<file path="config.mk">
export PLATFORM = sky130hd
export DESIGN_NAME = pwm_decoder
export DESIGN_NICKNAME = d
export VERILOG_FILES = /design/src/rtl/pwm_decoder_pkg.sv /design/src/rtl/pwm_in_sync.sv /design/src/rtl/pwm_decoder.sv
export SDC_FILE = /design/constraint.sdc
export NUM_CORES = 1
export LEC_CHECK = 0
export ABC_AREA = 1
export CAP_MARGIN = 40
export CORE_UTILIZATION = 50
export CTS_BUF_LIST = sky130_fd_sc_hd__clkbuf_16
export DETAILED_ROUTE_END_ITERATION = 16
export PLACE_DENSITY = 0.76
export SLEW_MARGIN = 0
export SYNTH_ARGS = -nofsm -noshare
export SYNTH_HDL_FRONTEND = slang
export SYNTH_SLANG_ARGS = --single-unit
</file>
<file path="constraint.sdc">
create_clock -name clk -period 2.45 [get_ports clk]
set_input_delay 0.49 -clock clk [delete_from_list [all_inputs] [get_ports clk]]
set_output_delay 0.49 -clock clk [all_outputs]
set_load 0.005 [all_outputs]
</file>
<file path="src/rtl/pwm_decoder_pkg.sv">
// Shared types and defaults for the PWM decoder: FSM state encoding, counter
// defaults and the glitch-filter length used by pwm_in_sync.
package pwm_decoder_pkg;

  typedef enum logic [1:0] {
    IDLE = 2'd0,
    HIGH = 2'd1,
    LOW  = 2'd2
  } pwm_dec_state_t;

  localparam int PWM_DEC_CW       = 16;
  localparam int PWM_DEC_TIMEOUT  = 1024;
  localparam int PWM_DEC_FILT_LEN = 3;

endpackage

</file>
<file path="src/rtl/pwm_in_sync.sv">
// Input conditioning for pwm_decoder: 2-flop synchronizer, optional glitch
// filter (PWM_DECODER_GLITCH_FILTER_EN) and rise/fall detection on s.
module pwm_in_sync
  import pwm_decoder_pkg::*;
(
  input  logic clk,
  input  logic rst,
  input  logic pwm_i,
  output logic s_o,
  output logic rise_o,
  output logic fall_o
);

  logic sync1_q;
  logic sync2_q;
  logic s_prev_q;
  logic s;

  always_ff @(posedge clk or posedge rst) begin
    if (rst) begin
      sync1_q <= 1'b0;
      sync2_q <= 1'b0;
    end else begin
      sync1_q <= pwm_i;
      sync2_q <= sync1_q;
    end
  end

`ifdef PWM_DECODER_GLITCH_FILTER_EN
  // s follows the synchronizer only once its current and two previous samples
  // agree; both edges see the same two extra cycles, so widths stay exact.
  logic [PWM_DEC_FILT_LEN-2:0] hist_q;
  logic                        filt_q;
  logic                        all_hi;
  logic                        all_lo;

  always_comb begin
    all_hi = sync2_q & (&hist_q);
    all_lo = ~sync2_q & ~(|hist_q);
    s      = filt_q;
    if (all_hi) begin
      s = 1'b1;
    end else if (all_lo) begin
      s = 1'b0;
    end
  end

  always_ff @(posedge clk or posedge rst) begin
    if (rst) begin
      hist_q <= '0;
      filt_q <= 1'b0;
    end else begin
      hist_q <= {hist_q[PWM_DEC_FILT_LEN-3:0], sync2_q};
      filt_q <= s;
    end
  end
`else
  assign s = sync2_q;
`endif

  always_ff @(posedge clk or posedge rst) begin
    if (rst) begin
      s_prev_q <= 1'b0;
    end else begin
      s_prev_q <= s;
    end
  end

  assign s_o    = s;
  assign rise_o = s & ~s_prev_q;
  assign fall_o = ~s & s_prev_q;

endmodule

</file>
<file path="src/rtl/pwm_decoder.sv">
// Measures high time and rising-to-rising period of an asynchronous PWM input
// in clk cycles, with a stuck-line timeout. Option: PWM_DECODER_GLITCH_FILTER_EN.
module pwm_decoder
  import pwm_decoder_pkg::*;
#(
  parameter int CW      = PWM_DEC_CW,
  parameter int TIMEOUT = PWM_DEC_TIMEOUT
) (
  input  logic          clk,
  input  logic          rst,
  input  logic          pwm_in,
  output logic [CW-1:0] high_cnt,
  output logic [CW-1:0] period_cnt,
  output logic          meas_valid,
  output logic          stuck,
  output logic          stuck_level
);

  localparam logic [CW-1:0] TO_C = CW'(TIMEOUT);

  logic           s;
  logic           rise;
  logic           fall;
  pwm_dec_state_t state_q;
  logic [CW-1:0]  cnt_q;
  logic [CW-1:0]  cnt_d;
  logic [CW-1:0]  hi_q;
  logic [CW-1:0]  high_q;
  logic [CW-1:0]  period_q;
  logic           mv_q;
  logic           stuck_q;
  logic           lvl_q;
  logic           at_to;

  pwm_in_sync u_sync (
    .clk    (clk),
    .rst    (rst),
    .pwm_i  (pwm_in),
    .s_o    (s),
    .rise_o (rise),
    .fall_o (fall)
  );

  assign at_to = (cnt_q == TO_C);

  always_comb begin
    cnt_d = cnt_q;
    if (rise) begin
      cnt_d = CW'(1);
    end else if (!at_to) begin
      cnt_d = cnt_q + 1'b1;
    end
  end

  always_ff @(posedge clk or posedge rst) begin
    if (rst) begin
      state_q  <= IDLE;
      cnt_q    <= '0;
      hi_q     <= '0;
      high_q   <= '0;
      period_q <= '0;
      mv_q     <= 1'b0;
      stuck_q  <= 1'b0;
      lvl_q    <= 1'b0;
    end else begin
      cnt_q <= cnt_d;
      mv_q  <= 1'b0;
      if (fall) begin
        hi_q <= cnt_q;
      end
      case (state_q)
        // A line that never toggles out of reset is reported stuck as well.
        IDLE: begin
          if (rise) begin
            state_q <= HIGH;
            stuck_q <= 1'b0;
          end else if (at_to && !stuck_q) begin
            stuck_q <= 1'b1;
            lvl_q   <= s;
          end
        end
        HIGH: begin
          if (fall) begin
            state_q <= LOW;
          end else if (at_to) begin
            state_q <= IDLE;
            stuck_q <= 1'b1;
            lvl_q   <= s;
          end
        end
        LOW: begin
          if (rise) begin
            state_q  <= HIGH;
            high_q   <= hi_q;
            period_q <= cnt_q;
            mv_q     <= 1'b1;
          end else if (at_to) begin
            state_q <= IDLE;
            stuck_q <= 1'b1;
            lvl_q   <= s;
          end
        end
        default: state_q <= IDLE;
      endcase
    end
  end

  assign high_cnt    = high_q;
  assign period_cnt  = period_q;
  assign meas_valid  = mv_q;
  assign stuck       = stuck_q;
  assign stuck_level = lvl_q;

endmodule

</file>
==> run metrics, run 1 <==
run status=finished, final reports clean; Min-Delay Startpoint=u_sync.sync1_q$_DFF_PP0_; max-capacitance violation count=0; Worst Hold End=u_sync.s_o$_DFF_PP0_; DRC violations left=0; number of cells on the worst hold path=0; initial core utilization=52.5%; critical path start-end classification=flip-flop to output pin; post-detailed-placement half-perimeter wirelength=4.18 mm; WL met3=274 um; count of cells along the worst register-to-register path=9; initial antenna violation count=0; post-route antenna net violation count=0; time the worst path needs with I/O delays and setup=1690 ps; wirelength, routed=6.31 mm; internal power contribution=2.28 mW; Psw=0.933 mW; number of gates given a new drive strength after cts=0; most common cell in the netlist=sky130_fd_sc_hd__nand2_1; cell breakdown of the critical path=clkdlybuf4s50_1; worst path bufs/invs=1; PortBufs=37; capturing element type of the critical path=output pin; average wire per standard cell=13.1 um; number of enable-type register cells in the synthesized netlist=0; die height=81.5 um; via count of the first global-routing pass=2,338; total I/O pin count=38; grt ovf=0; Area contributors post-synth=sky130_fd_sc_hd__dfrtp_1 57%, sky130_fd_sc_hd__nand2_1 15%, sky130_fd_sc_hd__o21ai_0 6.3%, sky130_fd_sc_hd__inv_1 3.7%, sky130_fd_sc_hd__nor2_1 3.2%; sequential-to-total area share from yosys stat=57.0%; largest net degree at the start of global routing=73; highest metal layer with signal wires=met4; placed instance area=0.00361 mm^2; sw frac=29.1%; RR Endpoint=state_q[0]$_DFFE_PP0P_; worst max-slew margin expressed relative to the limit=65.8%; mean area per synthesized cell=8.73 um^2; gate count of the mapped netlist=362; Gate power share=20.5%; number of H-tree levels=3; total power per unit cell area=832 mW/mm^2; number of warning messages in the yosys log=0; number of optimization iterations in the first detailed-route pass=4; final standard cell utilization of the core=64.1%; vias=2,480; Async SR Flop Fraction=100%; actual slew at the worst max-slew pin=509 ps; register bit count reported by yosys=72; Fin. Hold Viols=0; worst stage delay on the critical path=510 ps; fraction of final layout cells with drive strength greater than 1=8.62%; ratio of routed vias to standard cells=5.16; Final period util=68.8%; M1 wire length=2.99 mm; final cell area excluding filler cells=0.00386 mm^2; CTS Hold Buffers Added=0; total number of nets in the final design=412; Met2 Routed Length=2.95 mm; number of library cell types mapped by synthesis=27; largest area contributor in the netlist=sky130_fd_sc_hd__dfrtp_1; first-pass GRT wire length=10.9 mm; core region area=0.00603 mm^2; static power due to leakage=1.96 nW; Fin Setup TNS=0 ps; Clock Latency Late Sink=330 ps; Req. time, crit path=1960 ps; maximum fanout along the worst path=2; row cnt=28; post-synthesis instance area=0.00316 mm^2; Die Width=81.5 um; Reg-to-Reg Start=state_q[0]$_DFFE_PP0P_; path class of the lowest-slack min-delay path=flip-flop to flip-flop; portion of synthesized cell area occupied by the leading cell type=57.0%; highest clock rate=593 MHz; maximum ir drop on the vdd rail=0.513 mV; RSZ-0062 raised after global routing=no; total clock buffers created by CTS=9; fillers=481; Inserted Diodes=0; buffer count from post-CTS setup fixing=0; die area=0.00664 mm^2; CP Launch Type=flip-flop; CTS clock-pin slew for the worst setup and hold paths=50 ps; iteration-0 DRC count of the detailed router=150; fraction of power consumed by sequential logic=44.7%; # clock sinks=72; endpoints failing setup=0; P&R area growth vs syn=22.1%; cell at the root of the clock tree=sky130_fd_sc_hd__clkbuf_16; Worst path slowest cell=sky130_fd_sc_hd__clkdlybuf4s50_1; count of final max-slew check failures=0; gr usage total=22.3%; r2r setup slk=780 ps; final weighted congestion in routability-driven placement=0.857; post-synthesis net count=371; clock power share=34.8%; CTS tree=yes; Clock Skew=3.51 ps; commonest cells in the synthesized netlist=126 x sky130_fd_sc_hd__nand2_1, 72 x sky130_fd_sc_hd__dfrtp_1, 40 x sky130_fd_sc_hd__o21ai_0, 31 x sky130_fd_sc_hd__inv_1, 27 x sky130_fd_sc_hd__nor2_1; Largest delay share family, worst path=buffers and inverters; maximum number of buffers from clock root to sink=2; data arrival time of the critical path=1200 ps; most frequently used flop master after synthesis=sky130_fd_sc_hd__dfrtp_1
power by group through the flow:
stage	Clock, mW	Combinational [mW]	Sequential [mW]
after CTS	1.14	0.660	1.43
after global routing	1.18	0.760	1.45
after global placement	0	0.629	1.45
after floorplan	0	0.412	1.44
after detailed placement	0	0.647	1.45
final	1.12	0.657	1.44
worst max-delay path by stage:
stage                                   end  slack (ps)  cells past startpoint                       from
global placement     state_q[0]$_DFFE_PP0P_         870                      9     state_q[0]$_DFFE_PP0P_
CTS                           period_cnt[9]         750                      1  period_cnt[9]$_DFFE_PP0P_
global route         state_q[0]$_DFFE_PP0P_         620                      9     state_q[0]$_DFFE_PP0P_
floorplan              cnt_q[0]$_DFFE_PP0P_         140                      1                        rst
detailed placement  high_cnt[3]$_DFFE_PP0P_         770                      6     state_q[0]$_DFFE_PP0P_
finish                        period_cnt[9]         760                      1  period_cnt[9]$_DFFE_PP0P_
registers in the layout, indices dropped and copies added (netlist names):
name             cells
cnt_q               16
hi_q                16
high_cnt            16
meas_valid           1
period_cnt          16
state_q              2
stuck                1
stuck_level          1
u_sync.s_o           1
u_sync.s_prev_q      1
u_sync.sync1_q       1
per-layer routing:
| layer | vias up | global-route usage, % |
|---|---|---|
| met3 | 11 | 4.11 |
| met4 | 0 | 11.3 |
| met1 | 1184 | 29.2 |
| met2 | 60 | 35.3 |
| met5 | - | 0 |
| li1 | 1225 | - |
cell families (layout without fill, tap and decap cells):
group | Yosys count | in the layout | share of synthesized area [%]
xor gates and xnor gates | 1 | 1 | 0.277
and+or+nand+nor | 183 | 183 | 25.8
AOI/OAI and AO/OA | 54 | 54 | 8.67
DFF | 72 | 72 | 57.0
adders and majority gates | 6 | 6 | 2.38
buffers and inverters | 46 | 90 | 5.90
cell usage in the layout, fill, tap and decap left out, types with 5 or more instances in the layout:
| master | count |
|---|---|
| sky130_fd_sc_hd__nor2_1 | 27 |
| sky130_fd_sc_hd__clkdlybuf4s50_1 | 37 |
| sky130_fd_sc_hd__dfrtp_1 | 72 |
| sky130_fd_sc_hd__nand2_1 | 126 |
| sky130_fd_sc_hd__a21oi_1 | 10 |
| sky130_fd_sc_hd__clkbuf_16 | 9 |
| sky130_fd_sc_hd__o21ai_0 | 40 |
| sky130_fd_sc_hd__nand3_1 | 8 |
| sky130_fd_sc_hd__inv_2 | 5 |
| sky130_fd_sc_hd__ha_1 | 6 |
| sky130_fd_sc_hd__inv_1 | 30 |
area by class of cell:
type	count	area, um^2	area share [%]
repair buffers	40	405	10.5
flip-flops and latches	72	1800	46.7
inverters	36	135	3.50
clock buffers	9	225	5.83
well taps	75	93.8	2.43
clock inverters	5	26.3	0.681
multi-input cells	244	1170	30.4
stage by stage:
stage / cells / setup WS [ps] / hold slack (ps) / power [mW]
floorplan: 362 / 135 / 331 / 1.85
global placement: 467 / 873 / 336 / 2.08
detailed placement: 467 / 775 / 343 / 2.10
CTS: 481 / 752 / 355 / 3.23
global route: 481 / 619 / 375 / 3.40
finish: 481 / 763 / 353 / 3.21
(Power assumes the default switching activity.)
==> run 2: changes to the inputs <==
==> constraint.sdc (replaced) <==
create_clock -name clk -period 1.5 [get_ports clk]
set_input_delay 0.3 -clock clk [delete_from_list [all_inputs] [get_ports clk]]
set_output_delay 0.3 -clock clk [all_outputs]
set_load 0.005 [all_outputs]
==> run 2 against run 1 <==
  * Sequential cell count is the same
  * Final cell count is 5.2% higher
  * Clock power grew 82%
  * Die area unchanged
  * Critical path depth rose by 10
  * Sequential share of layout area down 3.7 points
  * Worst setup slack worse by 760 ps
  * Routed wire length up 8.6%
  * First-iteration DRC count is 23% higher
  * Clock skew rose by 1.0 ps
  * Critical endpoint is now stuck$_DFFE_PP0P_
  * Largest power group unchanged
  * Highest routed layer unchanged
==> run metrics, run 2 (synthesis results as in run 1) <==
initial core utilization=52.5%; highest metal layer with signal wires=met4; highest clock rate=667 MHz; worst max-slew margin expressed relative to the limit=77.2%; number of H-tree levels=3; Post-Place Worst Slack=36.8 ps; Req. time, crit path=1710 ps; average wire per standard cell=13.5 um; core region area=0.00603 mm^2; ratio of routed vias to standard cells=5.06; Fin Setup TNS=0 ps; static power due to leakage=2.53 nW; CTS Hold Buffers Added=0; CTS tree=yes; cell at the root of the clock tree=sky130_fd_sc_hd__clkbuf_16; first-pass GRT wire length=10.8 mm; maximum number of buffers from clock root to sink=2; largest net degree at the start of global routing=34; fillers=443; M1 wire length=3.28 mm; storage element area=0.00180 mm^2; maximum ir drop on the vdd rail=0.923 mV; final cell area excluding filler cells=0.00419 mm^2; final weighted congestion in routability-driven placement=0.878; Die Width=81.5 um; run status=finished, final reports clean; actual slew at the worst max-slew pin=341 ps; capturing element type of the critical path=flip-flop; area of the multi-input gates=0.00121 mm^2; via count of the first global-routing pass=2,321; row cnt=28; total I/O pin count=38; total clock buffers created by CTS=9; Inserted Diodes=0; P&R area growth vs syn=32.5%; Clock Skew=4.52 ps; Final period util=99.9%; final worst slack=1.04 ps; most common cell after layout, fill and taps aside=sky130_fd_sc_hd__nand2_1; maximum fanout along the worst path=4; # clock sinks=72; time the worst path needs with I/O delays and setup=1500 ps; fraction of final layout cells with drive strength greater than 1=17.2%; Met2 Routed Length=3.19 mm; iteration-0 DRC count of the detailed router=184; post-detailed-placement half-perimeter wirelength=4.52 mm; CP Launch Type=flip-flop; number of optimization iterations in the first detailed-route pass=5; data arrival time of the critical path=1710 ps; RSZ-0062 raised after global routing=yes; die height=81.5 um; post-route antenna net violation count=0; die area=0.00664 mm^2; placed instance area=0.00370 mm^2; critical path start-end classification=flip-flop to flip-flop; leading cell types in the layout, fill and taps excluded=125 x sky130_fd_sc_hd__nand2_1, 72 x sky130_fd_sc_hd__dfrtp_1, 39 x sky130_fd_sc_hd__o21ai_0; WL met3=260 um; CTS clock-pin slew for the worst setup and hold paths=60 ps; grt ovf=0; Clock Latency Late Sink=330 ps; gr usage total=22.1%; max-capacitance violation count=0; initial antenna violation count=0; vias=2,558; count of final max-slew check failures=0; DRC violations left=0; total number of nets in the final design=435; Fin. Hold Viols=0; wirelength, routed=6.85 mm; path class of the lowest-slack min-delay path=primary input to asynchronous set/reset pin; endpoints failing setup=0; total power per unit cell area=1330 mW/mm^2; PortBufs=37
run 2: metal layers:
layer	vias up	global-route usage [%]
li1	1280	-
met1	1208	30.4
met2	61	33.2
met3	9	4.11
met4	0	11.6
met5	-	0
run 2: final timing paths:
path / start / to / slack, ps / cells after the start
min in group clk: u_sync.sync1_q$_DFF_PP0_ / u_sync.s_o$_DFF_PP0_ / 350 / 0
max in group asynchronous: rst / u_sync.s_o$_DFF_PP0_ / 720 / 3
worst min register to register: u_sync.sync1_q$_DFF_PP0_ / u_sync.s_o$_DFF_PP0_ / 350 / 0
worst max register to register: cnt_q[1]$_DFFE_PP0P_ / stuck$_DFFE_PP0P_ / 1 / 11
worst max-delay path: cnt_q[1]$_DFFE_PP0P_ / stuck$_DFFE_PP0P_ / 1 / 11
worst min-delay path: rst / hi_q[11]$_DFFE_PP0P_ / 310 / 2
run 2: per-stage QoR:
step	cells	power, mW	utilization (%)	hold slack (ps)
finish	506	5.59	69.5	309
global route	506	5.90	69.5	333
CTS	493	5.49	66.3	309
detailed placement	476	3.45	61.5	336
global placement	476	3.43	61.5	338
floorplan	362	3.02	-	331
run 2: layout make-up:
| class | instances | area share, % |
|---|---|---|
| Sequential cell | 72 | 43.0 |
| Multi-Input combinational cell | 244 | 28.9 |
| Timing Repair Buffer | 63 | 15.7 |
| Clock buffer | 9 | 5.38 |
| Inverter | 36 | 3.32 |
| Tap cell | 75 | 2.24 |
| Clock inverter | 7 | 1.49 |
run 2: critical path, cell delays in order, from the launching register on:
cell and delay [ps]:
sky130_fd_sc_hd__dfrtp_1 420, sky130_fd_sc_hd__inv_2 110, sky130_fd_sc_hd__ha_4 140, sky130_fd_sc_hd__inv_2 30, sky130_fd_sc_hd__nor2_2 100, sky130_fd_sc_hd__nand2_1 70
sky130_fd_sc_hd__nor2_2 130, sky130_fd_sc_hd__nand3_1 80, sky130_fd_sc_hd__nand2_1 80, sky130_fd_sc_hd__inv_2 40, sky130_fd_sc_hd__o21ai_2 110, sky130_fd_sc_hd__nand2_1 60
run 2: where the power goes:
group	leakage (nW)	switching (mW)	internal, mW	total [mW]
logic	1.40	0.647	0.559	1.21
clock network	0.146	0.768	1.27	2.04
registers	0.978	0.182	2.17	2.35
run 2: timing repair:
action	4_1_cts	5_1_grt
pin swaps	0	8
setup buffers	1	13
gates resized for setup	2	37
cloned	0	0
setup endpoints to repair	3	35
==> RTL change (settings of run 2) <==
Register the output `high_cnt` once more, without a reset; this adds one clock of latency there. The other outputs are not delayed to match.
--- a/src/rtl/pwm_decoder.sv
+++ b/src/rtl/pwm_decoder.sv
@@ -106,5 +106,7 @@
   end
 
-  assign high_cnt    = high_q;
+  always_ff @(posedge clk) begin
+    high_cnt <= high_q;
+  end
   assign period_cnt  = period_q;
   assign meas_valid  = mv_q;
Check against the original RTL: not equivalent (Yosys sat finds a counterexample within 10 cycles, from zero or initial values and one cycle with rst high).
==> RTL change against run 2 <==
Wire length increased by 2.9%. Core utilization decreased by 3.5 points. Setup slack improved by 60 ps. Via count increased by 3.8%. Cell area increased by 6.5%. Sequential share of layout area increased by 4.6 points. Power increased by 15%. Synthesized area increased by 10%. Sequential cell count increased by 16. Synthesized cell count increased by 4.1%. Sequential power increased by 20%. Largest cell class unchanged. Highest routed layer unchanged.
==> RTL change: results (changes against run 2) <==
Setup path
  • Worst path arrival time: 1140 ps (was 1710 ps)
  • Worst setup path start: high_cnt[7]$_DFF_P_ (was cnt_q[1]$_DFFE_PP0P_)
  • CP max stage delay: 490 ps (was 420 ps)
  • Slowest-stage cell, CP: clkdlybuf4s50_1 (was dfrtp_1)
  • CP delay by family, top: buffers and inverters (was simple AND/OR/NAND/NOR gates)
  • Worst Path Max Fanout: 1 (was 4)

Pwr
  • Reg power frac: 44.0% (was 42.0%)
  • Clock Power Share: 37.0% (was 36.4%)
  • Leakage: 2.37 nW (was 2.53 nW)
  • Int Pwr: 0.00465 W (was 0.00399 W)
  • Peak VDD IR: 0.826 mV (was 0.923 mV)

GRT
  • First-pass GRT wire length: 11700 um (was 10800 um)
  • Vias in the first global route: 2550 (was 2321)
  • All-Layer GR Usage: 20.8% (was 22.1%)

Logic synthesis
  • Sequential area share after synthesis: 60.9% (was 57.0%)
  • Compound-Gate Fraction of Synth Area: 8.08% (was 8.67%)
  • Syn_nets: 386 (was 371)
  • Count of cell types in the netlist: 30 (was 27)
  • Synth top cells by count: nand2_1 (120), dfrtp_1 (72), o21ai_0 (39) (was nand2_1 (126), dfrtp_1 (72), o21ai_0 (40))
  • FFs w/ async S/R, synth: 81.8% (was 100%)
  • Main area contributors after synthesis: dfrtp_1 (52%), nand2_1 (13%), dfxtp_1 (9.2%) (was dfrtp_1 (57%), nand2_1 (15%), o21ai_0 (6.3%))

Timing
  • Worst Skew: 7.98 ps (was 4.52 ps)
  • Slew HR: 74.6% (was 77.2%)

Outcome
  • Outcome: finished, final reports clean (unchanged)

Hold path
  • Hold Path Class: reg -> reg (was in -> async)

Route
  • Starting DRT DRC Count: 126 (was 184)
  • DR vias/cell: 5.11 (was 5.06)
  • Drt first pass iters: 4 (was 5)

Placement
  • Placed cell area: 4030 sq um (was 3700 sq um)

Cells and area
  • Layout cell share with drive strength beyond 1: 15.0% (was 17.2%)
==> RTL change: cell types whose count changed after synthesis, sizes merged, moves of 2 or more <==
cell	run 2	this run
inv	35	32
o21ai	43	41
clkbuf	6	4
nand2	131	125
dfxtp	0	16
nor2	29	35
xor2	1	3
buf	4	6
==> RTL change: metrics by stage <==
stage | total power [W] | hold slack (ps) | setup WS, ps | cells | util, %
2_1_floorplan | 0.00354 | 331 | 114 | 377 | -
4_1_cts | 0.00640 | 355 | 1.26 | 513 | 64.5
6_report | 0.00643 | 352 | 61.2 | 520 | 66.0
3_3_place_gp | 0.00400 | 335 | 78.5 | 494 | 59.6
5_1_grt | 0.00675 | 356 | -87.2 | 520 | 66.0
3_5_place_dp | 0.00405 | 341 | -2.73 | 494 | 59.6
==> RTL change: cell families (layout without fill, tap and decap cells) <==
| family | count (synthesis) | count (layout) |
|---|---|---|
| compound gates | 54 | 54 |
| xor+xnor | 3 | 3 |
| fa+ha+maj | 6 | 6 |
| buf+inv | 42 | 105 |
| flops | 88 | 88 |
| simple gates | 184 | 184 |
==> RTL change: layer usage <==
layer,track usage (%),vias to the layer above
li1,-,1309
met5,0,-
met1,28.1,1274
met3,3.89,12
met4,10.6,0
met2,32.2,61
==> RTL change: cell type report <==
type                            count  area, sq um  area share, %
Clock buffer                        9          225           5.05
Clock inverter                      7         92.6           2.08
Inverter                           32          126           2.83
Multi-Input combinational cell    247         1200           27.0
Sequential cell                    88         2120           47.6
Tap cell                           80          100           2.24
Timing Repair Buffer               57          589           13.2
==> RTL change: timing repair <==
action                     4_1_cts  5_1_grt
setup endpoints to repair       10       15
buffers inserted                 3        7
resized for setup                7       21
pin swaps                        0        3
